==> src/rtl/bch_correct_buffer.sv <==
// Holds the data part of a received BCH codeword and XORs the Chien error stream into it.
// Latency: corrected word valid one cycle after the last error beat is accepted.
// Backpressure: the held word waits indefinitely on out_ready_o; no new load starts until it drains.
//
// Ports:
//   clk_i, rst_i                       clock, synchronous active-high reset
//   in_ready_o/in_start_i/in_valid_i   data-beat intake (in_data_i, first-transmitted bits first)
//   err_first_i/err_valid_i/err_i      Chien error-mask beats, same ordering as the data beats
//   data_out_o/corr_count_o            corrected word (first beat in the MSBs) and flipped-bit count
//   out_valid_o/out_ready_i            output handshake
//   proto_err_o                        one-cycle pulse for an error beat arriving in the wrong state
module bch_correct_buffer #(
    parameter int DATA_BITS = 5,
    parameter int BITS      = 1
) (
    input  logic                               clk_i,
    input  logic                               rst_i,
    output logic                               in_ready_o,
    input  logic                               in_start_i,
    input  logic                               in_valid_i,
    input  logic [BITS-1:0]                    in_data_i,
    input  logic                               err_first_i,
    input  logic                               err_valid_i,
    input  logic [BITS-1:0]                    err_i,
    output logic [DATA_BITS-1:0]               data_out_o,
    output logic [$clog2(DATA_BITS+1)-1:0]     corr_count_o,
    output logic                               out_valid_o,
    input  logic                               out_ready_i,
    output logic                               proto_err_o
);

    localparam int BEATS = DATA_BITS / BITS;
    localparam int CW    = $clog2(BEATS + 1);
    localparam int CCW   = $clog2(DATA_BITS + 1);

    typedef enum logic [2:0] {IDLE, LOAD, WAIT_ERR, CORRECT, HOLD} state_t;

    state_t                 state_q;
    logic [CW-1:0]          cnt_q;
    logic [DATA_BITS-1:0]   data_q;
    logic [CCW-1:0]         corr_q;
    logic                   out_valid_q;
    logic                   in_ready_q;
    logic                   proto_err_q;

    logic [DATA_BITS-1:0]   shift_d;
    logic [DATA_BITS-1:0]   rot_d;
    logic [CCW-1:0]         pop_d;
    logic [CCW:0]           corr_sum_d;
    logic [CCW-1:0]         corr_sat_d;
    logic [CW-1:0]          cnt_inc_d;
    logic                   last_d;
    logic                   proto_d;

    always_comb begin
        // Load shifts new beats in at the bottom, so the first beat ends up in the MSBs.
        shift_d = (data_q << BITS) | DATA_BITS'(in_data_i);
        // Correction rotates the oldest beat out of the top, XORs its mask and re-inserts it at
        // the bottom; after BEATS rotations the word is back in its original order.
        rot_d   = (data_q << BITS) | DATA_BITS'(data_q[DATA_BITS-1 -: BITS] ^ err_i);

        pop_d = '0;
        for (int i = 0; i < BITS; i++) begin
            pop_d = pop_d + CCW'(err_i[i]);
        end
        corr_sum_d = {1'b0, corr_q} + {1'b0, pop_d};
        corr_sat_d = (corr_sum_d > (CCW+1)'(DATA_BITS)) ? CCW'(DATA_BITS) : corr_sum_d[CCW-1:0];

        cnt_inc_d = cnt_q + CW'(1);
        last_d    = (cnt_inc_d == CW'(BEATS));

        // err_first is legal only in WAIT_ERR; err_valid is legal in WAIT_ERR (ignored) and CORRECT.
        proto_d = (err_first_i && (state_q != WAIT_ERR)) ||
                  (err_valid_i && ((state_q == IDLE) || (state_q == LOAD) || (state_q == HOLD)));
    end

    always_ff @(posedge clk_i) begin
        if (rst_i) begin
            state_q     <= IDLE;
            cnt_q       <= '0;
            data_q      <= '0;
            corr_q      <= '0;
            out_valid_q <= 1'b0;
            in_ready_q  <= 1'b1;
            proto_err_q <= 1'b0;
        end else begin
            proto_err_q <= proto_d;
            case (state_q)
                IDLE: begin
                    if (in_ready_q && in_start_i && in_valid_i) begin
                        data_q     <= shift_d;
                        cnt_q      <= CW'(1);
                        in_ready_q <= 1'b0;
                        state_q    <= (BEATS == 1) ? WAIT_ERR : LOAD;
                    end
                end
                LOAD: begin
                    if (in_valid_i) begin
                        data_q <= shift_d;
                        cnt_q  <= cnt_inc_d;
                        if (last_d) begin
                            state_q <= WAIT_ERR;
                        end
                    end
                end
                WAIT_ERR: begin
                    if (err_first_i) begin
                        data_q <= rot_d;
                        corr_q <= pop_d;
                        cnt_q  <= CW'(1);
                        if (BEATS == 1) begin
                            state_q     <= HOLD;
                            out_valid_q <= 1'b1;
                        end else begin
                            state_q <= CORRECT;
                        end
                    end
                end
                CORRECT: begin
                    if (err_valid_i) begin
                        data_q <= rot_d;
                        corr_q <= corr_sat_d;
                        cnt_q  <= cnt_inc_d;
                        if (last_d) begin
                            state_q     <= HOLD;
                            out_valid_q <= 1'b1;
                        end
                    end
                end
                HOLD: begin
                    if (out_ready_i) begin
                        out_valid_q <= 1'b0;
                        in_ready_q  <= 1'b1;
                        cnt_q       <= '0;
                        state_q     <= IDLE;
                    end
                end
                default: begin
                    state_q <= IDLE;
                end
            endcase
        end
    end

    assign in_ready_o   = in_ready_q;
    assign data_out_o   = data_q;
    assign corr_count_o = corr_q;
    assign out_valid_o  = out_valid_q;
    assign proto_err_o  = proto_err_q;

endmodule
==> config.mk <==
export PLATFORM = sky130hd
export DESIGN_NAME = bch_correct_buffer
export DESIGN_NICKNAME = d
export VERILOG_FILES = /design/src/rtl/bch_correct_buffer.sv
export SDC_FILE = /design/constraint.sdc
export NUM_CORES = 1
export LEC_CHECK = 0
export BUFFER_PORTS_ARGS = -buffer_cell sky130_fd_sc_hd__buf_2
export CAP_MARGIN = 20
export CORE_UTILIZATION = 60
export CTS_BUF_LIST = sky130_fd_sc_hd__clkbuf_2
export CTS_CLUSTER_SIZE = 20
export DETAILED_ROUTE_END_ITERATION = 12
export PLACE_DENSITY = 0.83
export SLEW_MARGIN = 40
export SYNTH_ARGS = -nofsm -noshare
export SYNTH_HDL_FRONTEND = slang
export SYNTH_SLANG_ARGS = --single-unit
==> constraint.sdc <==
create_clock -name clk_i -period 3.7 [get_ports clk_i]
set_clock_uncertainty 0.2 [all_clocks]
set_input_delay 0.925 -clock clk_i [delete_from_list [all_inputs] [get_ports clk_i]]
set_output_delay 0.925 -clock clk_i [all_outputs]
set_load 0.03 [all_outputs]
# == After elaboration in Yosys (flattened, before gate mapping) ==
# Cells that the tools add are included.
# op_classes
add_sub_neg,2
mul,0
div,0
order_cmp,1
eq_ne,13
shifts,0
mux,28
bitwise,3
reduce_logical,19
# ops
cell,n
$mux W3,13
$pmux W3 S5,2
$mux W5,4
$pmux W5 S4,1
$ne A2 B2 Y1 const B,6
$or A5 B1 Y5,2
$reduce_and A7 Y1,1
$eq A3 B2 Y1 const B,2
$eq A3 B3 Y1 const B,2
$pmux W3 S2,1
$reduce_and A3 Y1,2
$reduce_and A6 Y1,1
$reduce_bool A2 Y1,3
$mux W1,5
$reduce_and A5 Y1,1
$reduce_bool A5 Y1,1
$add A3 B1 Y4,1
$gt A4 B3 Y1 const B,1
$logic_and A1 B1 Y1,4
$pmux W1 S2,2
$reduce_and A4 Y1,1
$reduce_bool A4 Y1,1
$add A3 B1 Y3 const B,1
$eq A3 B1 Y1 const B,1
5 further kinds,7
# word_totals
ff_bits,17
latch_bits,0
ram_bits,0
romBits,0
input_bits,9
out_inout_bits,11
wordCells,73
memories,0

# == Logic depth before layout (Yosys ltp) ==
# Gate-level depths: netlist (run 1).
# depth
depth_word,5
depth_mapped,6
ltp_nobuf,6

# == Least setup slack after synthesis (run 1) ==
# No wires, ideal clock.
# synth_path
kind,input port to flip-flop
from,input err_i
to,"register corr_q[1], in the netlist corr_count_o[1]"
setup_ps,71
arrival_ps,1996
required_ps,3429
path_slack_ps,1433
cell_stages,5
path_buffers,0
cell_sequence,ha_1 > ha_1 > or2_2 > a211o_1 > a21oi_1
# synth_via
elab_chain_len,5
# synth_rtl
element,line,text
start: declaration,24,"input logic [BITS-1:0] err_i,"
$add A3 B1 Y4 (*),66,"corr_sum_d = {1'b0, corr_q} + {1'b0, pop_d};"
$gt A4 B3 Y1,67,corr_sat_d = (corr_sum_d > (CCW+1)'(DATA_BITS)) ? CCW'(DATA_BITS) : corr_sum_d[CCW-1:0];
$mux W3 (*),67,
$mux W3 (*),120,if (err_valid_i) begin
$pmux W3 S2 (*),88,case (state_q)
end signal: assignment,109,corr_q <= pop_d;
end signal: assignment,122,corr_q <= corr_sat_d;
end: declaration,41,logic [CCW-1:0] corr_q;
# Mark *: on every way between the ends. The rest lies on a longest branch, timed or not. The select of a mux whose other input is x is not followed.
# A chain may end at the register's enable or synchronous reset.

# == Final worst setup path (run 1) ==
# layout_path
from,"register corr_q[2], in the netlist corr_count_o[2]"
to,output corr_count_o[2]
# layout_rtl
element,line,text
end: declaration,26,"output logic [$clog2(DATA_BITS+1)-1:0] corr_count_o,"
# No word-level cell between the ends.

==> results.py, run 1 <==
metrics = {
    "run_status": {
        "outcome": "finished, final reports clean",
    },
    "timing": {
        "period_share": 0.5786,
        "setup_violations": 0,
        "setup_slack_ns": 1.559,
        "hold_viol": 0,
        "min_period_ns": 2.141,
        "slew_headroom": 0.6585,
        "rsz0062_at_grt": "false",
        "max_freq_mhz": 467.1,
        "maxSlewViolCount": 0,
        "hold_ws_ns": 0.3120,
        "worst_pin_slew_ns": 0.5123,
        "setup_tns_ns": 0,
    },
    "clocking": {
        "clockBufferDepth": 2,
        "clkTransAtPathRegs_ns": 0.17,
        "tritoncts": "done",
        "ctsResizeCount": 0,
        "h-tree-depth": 1,
        "clk_latency_ns": 0.31,
        "ctsHoldBuffers": 0,
        "postCtsSetupRepairBufs": 0,
        "cts_buffers": 3,
        "cts_root_buffer": "clkbuf_2",
        "cts_num_sinks": 17,
    },
    "placement": {
        "hpwl_um": 1338,
        "portBuffers": 19,
        "gp_congestion": 0.7687,
        "dpl_cell_area_um2": 1055,
        "placedCellCount": 135,
        "pre_cts_ws_ns": 1.231,
    },
    "cells_and_area": {
        "final_cell_mix": "19 x buf_2, 17 x dfxtp_1, 12 x a21oi_1",
        "fin_util": 0.7135,
        "syn2layout_area_growth_pct": 11.41,
        "nets": 137,
        "layout_commonest_cell": "buf_2",
        "insertedDiodeCount": 0,
        "postLayoutCellArea_um2": 1075,
        "fill_cells": 126,
        "drive_gt1_frac": 0.2358,
        "layout.cells.non_filler": 139,
    },
    "synthesis": {
        "synth-seq-cells": 17,
        "synth_top_cells_by_area": "dfxtp_1 35%, a21oi_1 6.2%, mux2i_1 6.2%",
        "ys_seq_area_frac": 0.3528,
        "yosysTopAreaCellShare": 0.3528,
        "syn_area_per_cell_um2": 9.187,
        "yosysWarnings": 0,
        "mappedNetlistArea_um2": 964.7,
        "synth_nets": 118,
        "synth_cells": 105,
        "synth_top_cell_by_area": "dfxtp_1",
        "synth_cell_types": 39,
    },
    "power": {
        "powerDensity_nw_per_um2": 315.9,
        "power_frac_comb": 0.159,
        "internal_power_mw": 0.2401,
        "pwr-share-seq": 0.577,
        "swShare": 0.2930,
        "clkPwrFrac": 0.264,
        "power.leakage_nw": 0.4697,
        "power_mw": 0.3396,
        "vdd_ir_drop_max_mv": 0.2229,
        "p_switching_mw": 0.09950,
    },
    "routing": {
        "via_per_inst": 6.086,
        "drc": 0,
        "drtIter0Drc": 12,
        "num_vias": 846,
        "post_drt_wl_per_cell_um": 13.49,
        "firstDrtPassIters": 4,
        "drtAntennaViolNets": 0,
        "routed_wl_um": 1875,
    },
    "critical_path": {
        "cp.arrival_ns": 1.02,
        "cp_top_family": "flip-flops",
        "ff2ff_setup_slack_ns": 1.68,
        "end_kind": "output pin",
        "cp_slowest_cell": "dfxtp_1",
        "critPathBufInv": 1,
        "reg2reg_depth": 4,
        "startpoint": "corr_count_o[2]",
        "path_cells": "buf_2",
        "worstSetupStartpointType": "flip-flop",
        "crit_path_max_incr_delay_ns": 0.47,
        "required_ns": 2.57,
        "worstReg2RegStart": "state_q[0]",
        "crit_fanout": 7,
        "critical_path_class": "flip-flop to output pin",
        "r2r-end": "cnt_q[0]",
    },
    "hold_path": {
        "whs_endpoint": "out_valid_o",
        "hp-class": "flip-flop to flip-flop",
        "hold_path_depth": 2,
        "hp-start": "out_valid_o",
    },
    "floorplanning": {
        "core.rowCount": 14,
        "start_util": 0.6404,
        "die-area_um2": 1772,
        "core_um2": 1506,
        "ios": 20,
        "die_x_um": 42.10,
        "die_h_um": 42.10,
    },
    "global_routing": {
        "grt_pass1_vias": 723,
        "grt_max_degree": 21,
        "grt_usage": 0.2238,
        "grt_overflow": 0,
        "antenna_found_initial": 0,
        "grt_pass1_wl_um": 3070,
    },
    "job": {
        "maxCapViolCount": 0,
    },
}
==> registers in the layout, indices dropped and copies added (netlist names) <==
signal / count
cnt_q: 3
corr_count_o: 3
data_out_o: 5
in_ready_o: 1
out_valid_o: 1
proto_err_o: 1
state_q: 3
==> cells in the mapped netlist, drive strengths merged <==
cell type	count
buf	3
a21o	1
nor3b	1
nor4	1
a21oi	12
o32ai	1
or2	3
a31oi	1
nor2	6
mux2i	7
nand3	5
o21bai	1
or4b	1
nor4bb	3
inv	3
a211oi	2
o2bb2ai	1
and2b	1
o211a	1
nor3	1
o21ba	1
o31ai	1
nand4b	1
nor2b	1
and4b	1
a211o	2
dfxtp	17
xor2	2
nand2b	3
nand2	9
ha	4
mux2	2
clkbuf	2
o21ai	4
==> per-layer routing <==
layer  up-vias  GRT usage  share of wire
met5         -          0              0
met4         0     0.1313          0.021
met3         5    0.02586          0.035
met2        23     0.3563           0.47
met1       401     0.2923           0.47
li1        417          -              -
==> kinds of logic (layout without fill, tap and decap cells) <==
family,after synthesis,in the layout,synth area share
AND/OR/NAND/NOR,37,37,0.2257
XOR/XNOR,2,2,0.01816
AO/OA/AOI/OAI,28,28,0.2049
adder cells (fa/ha/maj),4,4,0.05188
buffers and inverters,8,26,0.03762
flip-flops,17,17,0.3528
multiplexers,9,9,0.1089
==> how the worst max path moves through the flow <==
stage	endpoint	slack, ns	cells after the start
after floorplan	corr_count_o[1]	1.43	5
after global placement	corr_count_o[1]	1.29	6
final	corr_count_o[2]	1.56	1
after CTS	corr_count_o[1]	1.55	6
after global routing	corr_count_o[1]	1.51	6
after detailed placement	corr_count_o[1]	1.23	6
==> cell type report <==
class,count,area (um2),area share
Clock buffer,4,20.02,0.01863
Inverter,3,11.26,0.01048
Multi-Input combinational cell,80,588.1,0.5471
Sequential cell,17,340.3,0.3166
Tap cell,16,20.02,0.01863
Timing Repair Buffer,19,95.09,0.08848
==> power groups by stage <==
stage,registers (mW),clock network (mW),logic [mW]
floorplan,0.203,0,0.0359
global placement,0.200,0,0.0530
detailed placement,0.200,0,0.0541
CTS,0.196,0.0899,0.0542
global route,0.197,0.0942,0.0594
finish,0.196,0.0897,0.0539
(Power assumes the default switching activity.)
==> run 2: changes to the inputs <==
--- a/config.mk
+++ b/config.mk
@@ -7,11 +7,11 @@
 export LEC_CHECK = 0
 export BUFFER_PORTS_ARGS = -buffer_cell sky130_fd_sc_hd__buf_2
 export CAP_MARGIN = 20
-export CORE_UTILIZATION = 60
+export CORE_UTILIZATION = 55
 export CTS_BUF_LIST = sky130_fd_sc_hd__clkbuf_2
 export CTS_CLUSTER_SIZE = 20
 export DETAILED_ROUTE_END_ITERATION = 12
-export PLACE_DENSITY = 0.83
+export PLACE_DENSITY = 0.77
 export SLEW_MARGIN = 40
 export SYNTH_ARGS = -nofsm -noshare
 export SYNTH_HDL_FRONTEND = slang
==> constraint.sdc (replaced) <==
create_clock -name clk_i -period 2.1 [get_ports clk_i]
set_clock_uncertainty 0.2 [all_clocks]
set_input_delay 0.525 -clock clk_i [delete_from_list [all_inputs] [get_ports clk_i]]
set_output_delay 0.525 -clock clk_i [all_outputs]
set_load 0.03 [all_outputs]
==> run 2 against run 1 <==
Net effect: utilization down 1.7 points; count of clock-buffer cells in the layout did not move; global-route usage rose by 1.2 points; wire length grew 6.5%; combinational power grew 97%; first-iteration DRC count increased by 100%; critical endpoint is now cnt_q[0].
==> results.py, run 2 (same netlist as run 1, synthesis figures left out) <==
metrics = {
    "floorplanning": {
        "start_util": 0.6119,
        "die-area_um2": 1925,
        "core.rowCount": 14,
        "core_um2": 1577,
        "die_x_um": 43.88,
        "die_h_um": 43.88,
        "ios": 20,
    },
    "cells_and_area": {
        "fin_util": 0.6960,
        "layout_commonest_cell": "buf_2",
        "layout.cells.non_filler": 142,
        "fill_cells": 134,
        "final_cell_mix": "19 x buf_2, 17 x dfxtp_1, 12 x a21oi_1",
        "drive_gt1_frac": 0.2540,
        "largest_reg_flops": 5,
        "syn2layout_area_growth_pct": 13.75,
        "nets": 140,
        "insertedDiodeCount": 0,
    },
    "timing": {
        "slew_headroom": 0.6466,
        "maxSlewViolCount": 0,
        "setup_tns_ns": 0,
        "rsz0062_at_grt": "false",
        "setup_violations": 0,
        "min_period_ns": 1.820,
        "setup_slack_ns": 0.2801,
        "period_share": 0.8666,
        "worst_pin_slew_ns": 0.5302,
        "hold_viol": 0,
        "max_freq_mhz": 549.5,
    },
    "critical_path": {
        "worstReg2RegStart": "state_q[0]",
        "reg2reg_depth": 4,
        "worstSetupStartpointType": "flip-flop",
        "crit_fanout": 10,
        "ff2ff_setup_slack_ns": 0.28,
        "end_kind": "flip-flop",
        "cp_slowest_cell": "or4b_1",
        "critical_path_class": "flip-flop to flip-flop",
        "required_ns": 2.15,
        "r2r-end": "cnt_q[0]",
        "path_cells": "mux2i_4, o32ai_4, or4b_1, nand2_1",
        "cp.arrival_ns": 1.87,
        "crit_path_max_incr_delay_ns": 0.49,
    },
    "global_routing": {
        "grt_max_degree": 21,
        "grt_pass1_wl_um": 3332,
        "antenna_found_initial": 0,
        "grt_overflow": 0,
        "grt_pass1_vias": 748,
        "grt_usage": 0.2354,
    },
    "run_status": {
        "outcome": "finished, final reports clean",
    },
    "power": {
        "power_frac_comb": 0.177,
        "vdd_ir_drop_max_mv": 0.3428,
        "powerDensity_nw_per_um2": 546.6,
        "internal_power_mw": 0.4276,
        "power_mw": 0.5998,
        "swShare": 0.2871,
        "power.leakage_nw": 0.4855,
        "p_switching_mw": 0.1722,
        "pwr-share-seq": 0.570,
        "clkPwrFrac": 0.253,
    },
    "routing": {
        "drc": 0,
        "drtAntennaViolNets": 0,
        "firstDrtPassIters": 4,
        "routed_wl_um": 1996,
        "post_drt_wl_per_cell_um": 14.06,
        "num_vias": 848,
        "via_per_inst": 5.972,
        "drtIter0Drc": 24,
    },
    "clocking": {
        "clkTransAtPathRegs_ns": 0.16,
        "ctsHoldBuffers": 0,
        "ctsResizeCount": 0,
        "postCtsSetupRepairBufs": 0,
        "cts_root_buffer": "clkbuf_2",
        "cts_buffers": 3,
        "clk_latency_ns": 0.29,
        "tritoncts": "done",
        "h-tree-depth": 1,
        "cts_num_sinks": 17,
        "clockBufferDepth": 2,
    },
    "hold_path": {
        "hp-start": "out_valid_o",
        "hold_path_depth": 2,
        "hp-class": "flip-flop to flip-flop",
        "whs_endpoint": "out_valid_o",
    },
    "job": {
        "maxCapViolCount": 0,
    },
    "placement": {
        "hpwl_um": 1480,
        "placedCellCount": 138,
        "gp_congestion": 0.7902,
        "pre_cts_ws_ns": 0.01806,
        "portBuffers": 19,
    },
}
[run 2: changes by cell type in the layout (fill, tap and decap cells not counted)]
cell | before | now
buf_4 | 0 | 3
[run 2: worst max path at each step]
stage	from	to	slack, ns	depth (start not counted)
5_1_grt	state_q[0]	cnt_q[0]	0.23	4
4_1_cts	state_q[0]	cnt_q[0]	0.28	4
2_1_floorplan	err_i	corr_count_o[1]	0.23	5
3_5_place_dp	err_i	corr_count_o[1]	0.02	6
3_3_place_gp	err_i	corr_count_o[1]	0.08	6
6_report	state_q[0]	cnt_q[0]	0.28	4
[run 2: worst max-delay path, delay by kind of cell (launching register included)]
family | cells | cell delay, ns
AOI/OAI and AO/OA | 1 | 0.20
muxes | 1 | 0.34
DFF | 1 | 0.47
and+or+nand+nor | 2 | 0.56
[run 2: metal layers]
layer / global-route usage / vias to the layer above / wire, um
met5: 0 / - / 0
met4: 0.05455 / 0 / 27
met3: 0.06250 / 4 / 112
met2: 0.3881 / 29 / 944
met1: 0.3085 / 390 / 912
li1: - / 425 / -
[run 2: through the flow]
step	cell area, um2	hold WS, ns
6_report	1097	0.2671
4_1_cts	1097	0.2752
3_5_place_dp	1077	0.2519
3_3_place_gp	1077	0.2414
5_1_grt	1097	0.3021
2_1_floorplan	964.7	0.3203
[run 2: layout make-up]
type                    count  area (um2)  share of cell area
repair buffers             22       117.6              0.1072
flip-flops and latches     17       340.3              0.3101
inverters                   3       11.26             0.01026
clock buffers               4       20.02             0.01824
well taps                  16       20.02             0.01824
multi-input cells          80       588.1              0.5359
[run 2: power groups by stage]
stage	logic, mW	clock network, mW	registers, mW
2_1_floorplan	0.0633	0	0.358
3_3_place_gp	0.102	0	0.348
3_5_place_dp	0.106	0	0.348
4_1_cts	0.106	0.158	0.342
5_1_grt	0.116	0.165	0.343
6_report	0.106	0.152	0.342
==> run 3: changes to the inputs <==
==> constraint.sdc (replaced) <==
create_clock -name clk_i -period 2 [get_ports clk_i]
set_clock_uncertainty 0.2 [all_clocks]
set_input_delay 0.4 -clock clk_i [delete_from_list [all_inputs] [get_ports clk_i]]
set_output_delay 0.4 -clock clk_i [all_outputs]
set_load 0.1 [all_outputs]
==> run 3 against run 2 <==
Net effect: flip-flop and latch count did not move; global-route usage fell by 0.52 points; power rose by 8.6%; die area did not move; critical endpoint is now corr_count_o[2]; via count fell by 1.7%; critical path type is now flip-flop to output pin; non-clock buffer count did not move; first-iteration DRC count fell by 54%; worst hold slack got worse by 0.090 ns; utilization rose by 0.24 points; wire length fell by 1.3%.
==> results.py, run 3 (same netlist as run 1, synthesis figures left out) <==
metrics = {
    "clocking": {
        "postCtsSetupRepairBufs": 0,
        "tritoncts": "done",
        "cts_num_sinks": 17,
        "clkTransAtPathRegs_ns": 0.16,
        "ctsResizeCount": 0,
        "clockBufferDepth": 2,
        "cts_buffers": 3,
        "clk_latency_ns": 0.30,
        "cts_root_buffer": "clkbuf_2",
        "h-tree-depth": 1,
        "ctsHoldBuffers": 0,
    },
    "power": {
        "power_frac_comb": 0.212,
        "p_switching_mw": 0.2123,
        "pwr-share-seq": 0.551,
        "power.leakage_nw": 0.4863,
        "swShare": 0.3258,
        "powerDensity_nw_per_um2": 591.8,
        "power_mw": 0.6516,
        "vdd_ir_drop_max_mv": 0.5100,
        "internal_power_mw": 0.4393,
        "clkPwrFrac": 0.236,
    },
    "floorplanning": {
        "start_util": 0.6119,
        "ios": 20,
        "die_h_um": 43.88,
        "die-area_um2": 1925,
        "core_um2": 1577,
        "core.rowCount": 14,
        "die_x_um": 43.88,
    },
    "critical_path": {
        "worstSetupStartpointType": "flip-flop",
        "crit_fanout": 7,
        "crit_path_max_incr_delay_ns": 0.47,
        "critical_path_class": "flip-flop to output pin",
        "cp.arrival_ns": 1.23,
        "cp_slowest_cell": "dfxtp_1",
        "path_cells": "buf_2",
        "critPathBufInv": 1,
        "cp_top_family": "flip-flops",
        "end_kind": "output pin",
        "required_ns": 1.40,
    },
    "cells_and_area": {
        "insertedDiodeCount": 0,
        "largest_reg_flops": 5,
        "nets": 140,
        "fill_cells": 138,
        "fin_util": 0.6984,
        "drive_gt1_frac": 0.2778,
        "final_cell_mix": "19 x buf_2, 14 x dfxtp_1, 12 x a21oi_1",
        "layout.cells.non_filler": 142,
        "layout_commonest_cell": "buf_2",
        "syn2layout_area_growth_pct": 14.14,
    },
    "timing": {
        "hold_viol": 0,
        "maxSlewViolCount": 0,
        "min_period_ns": 1.834,
        "setup_slack_ns": 0.1661,
        "setup_tns_ns": 0,
        "rsz0062_at_grt": "false",
        "slew_headroom": 0.6422,
        "worst_pin_slew_ns": 0.5367,
        "setup_violations": 0,
        "max_freq_mhz": 545.3,
        "period_share": 0.9170,
    },
    "global_routing": {
        "antenna_found_initial": 0,
        "grt_usage": 0.2302,
        "grt_pass1_vias": 798,
        "grt_max_degree": 21,
        "grt_pass1_wl_um": 3305,
        "grt_overflow": 0,
    },
    "routing": {
        "firstDrtPassIters": 4,
        "drtIter0Drc": 11,
        "post_drt_wl_per_cell_um": 13.88,
        "drtAntennaViolNets": 0,
        "via_per_inst": 5.873,
        "drc": 0,
        "routed_wl_um": 1971,
        "num_vias": 834,
    },
    "placement": {
        "gp_congestion": 0.8122,
        "hpwl_um": 1452,
        "portBuffers": 19,
        "placedCellCount": 138,
        "pre_cts_ws_ns": 0.05325,
    },
    "hold_path": {
        "hp-class": "primary input to flip-flop",
    },
    "run_status": {
        "outcome": "finished, final reports clean",
    },
    "job": {
        "maxCapViolCount": 0,
    },
}
run 3: cell types whose count changed in the layout (fill, tap and decap cells not counted):
| cell | before | now |
|---|---|---|
| dfxtp_2 | 0 | 3 |
| clkinv_2 | 0 | 1 |
| dfxtp_1 | 17 | 14 |
| clkbuf_2 | 4 | 3 |
run 3: metal layers:
layer | up-vias | wire length, um | GRT usage
met5 | - | 0 | 0
met3 | 4 | 53 | 0.02500
li1 | 426 | - | -
met4 | 0 | 34 | 0.1333
met2 | 18 | 898 | 0.3791
met1 | 386 | 984 | 0.2905
run 3: stage by stage:
stage               area, um2  hold slack, ns
finish                   1101          0.1774
global route             1101          0.1812
CTS                      1101          0.1627
detailed placement       1081          0.2518
global placement         1081          0.2394
floorplan               968.4          0.3203
run 3: final timing paths:
path / start / to / slack, ns / depth (start not counted)
min reg2reg: out_valid_o / out_valid_o / 0.27 / 2
max reg2reg: state_q[0] / cnt_q[0] / 0.18 / 4
min: out_ready_i / state_q[2] / 0.18 / 3
max: corr_count_o[2] / corr_count_o[2] / 0.17 / 1
run 3: area by class of cell:
| type | instances | area [um2] | share of cell area |
|---|---|---|---|
| clock buffers | 3 | 15.01 | 0.01364 |
| clock inverters | 1 | 5.005 | 0.004545 |
| inverters | 3 | 11.26 | 0.01023 |
| multi-input cells | 80 | 588.1 | 0.5341 |
| flip-flops and latches | 17 | 344.1 | 0.3125 |
| well taps | 16 | 20.02 | 0.01818 |
| repair buffers | 22 | 117.6 | 0.1068 |
run 3: power groups by stage:
stage / Clock (mW) / Sequential [mW] / Combinational (mW)
2_1_floorplan: 0 / 0.406 / 0.0666
3_3_place_gp: 0 / 0.366 / 0.136
3_5_place_dp: 0 / 0.366 / 0.137
4_1_cts: 0.163 / 0.359 / 0.137
5_1_grt: 0.172 / 0.361 / 0.147
6_report: 0.154 / 0.359 / 0.138
run 3: worst min-delay path, stage by stage:
cell	delay [ns]
buf_2	0.10
or2_2	0.10
a21oi_1	0.05
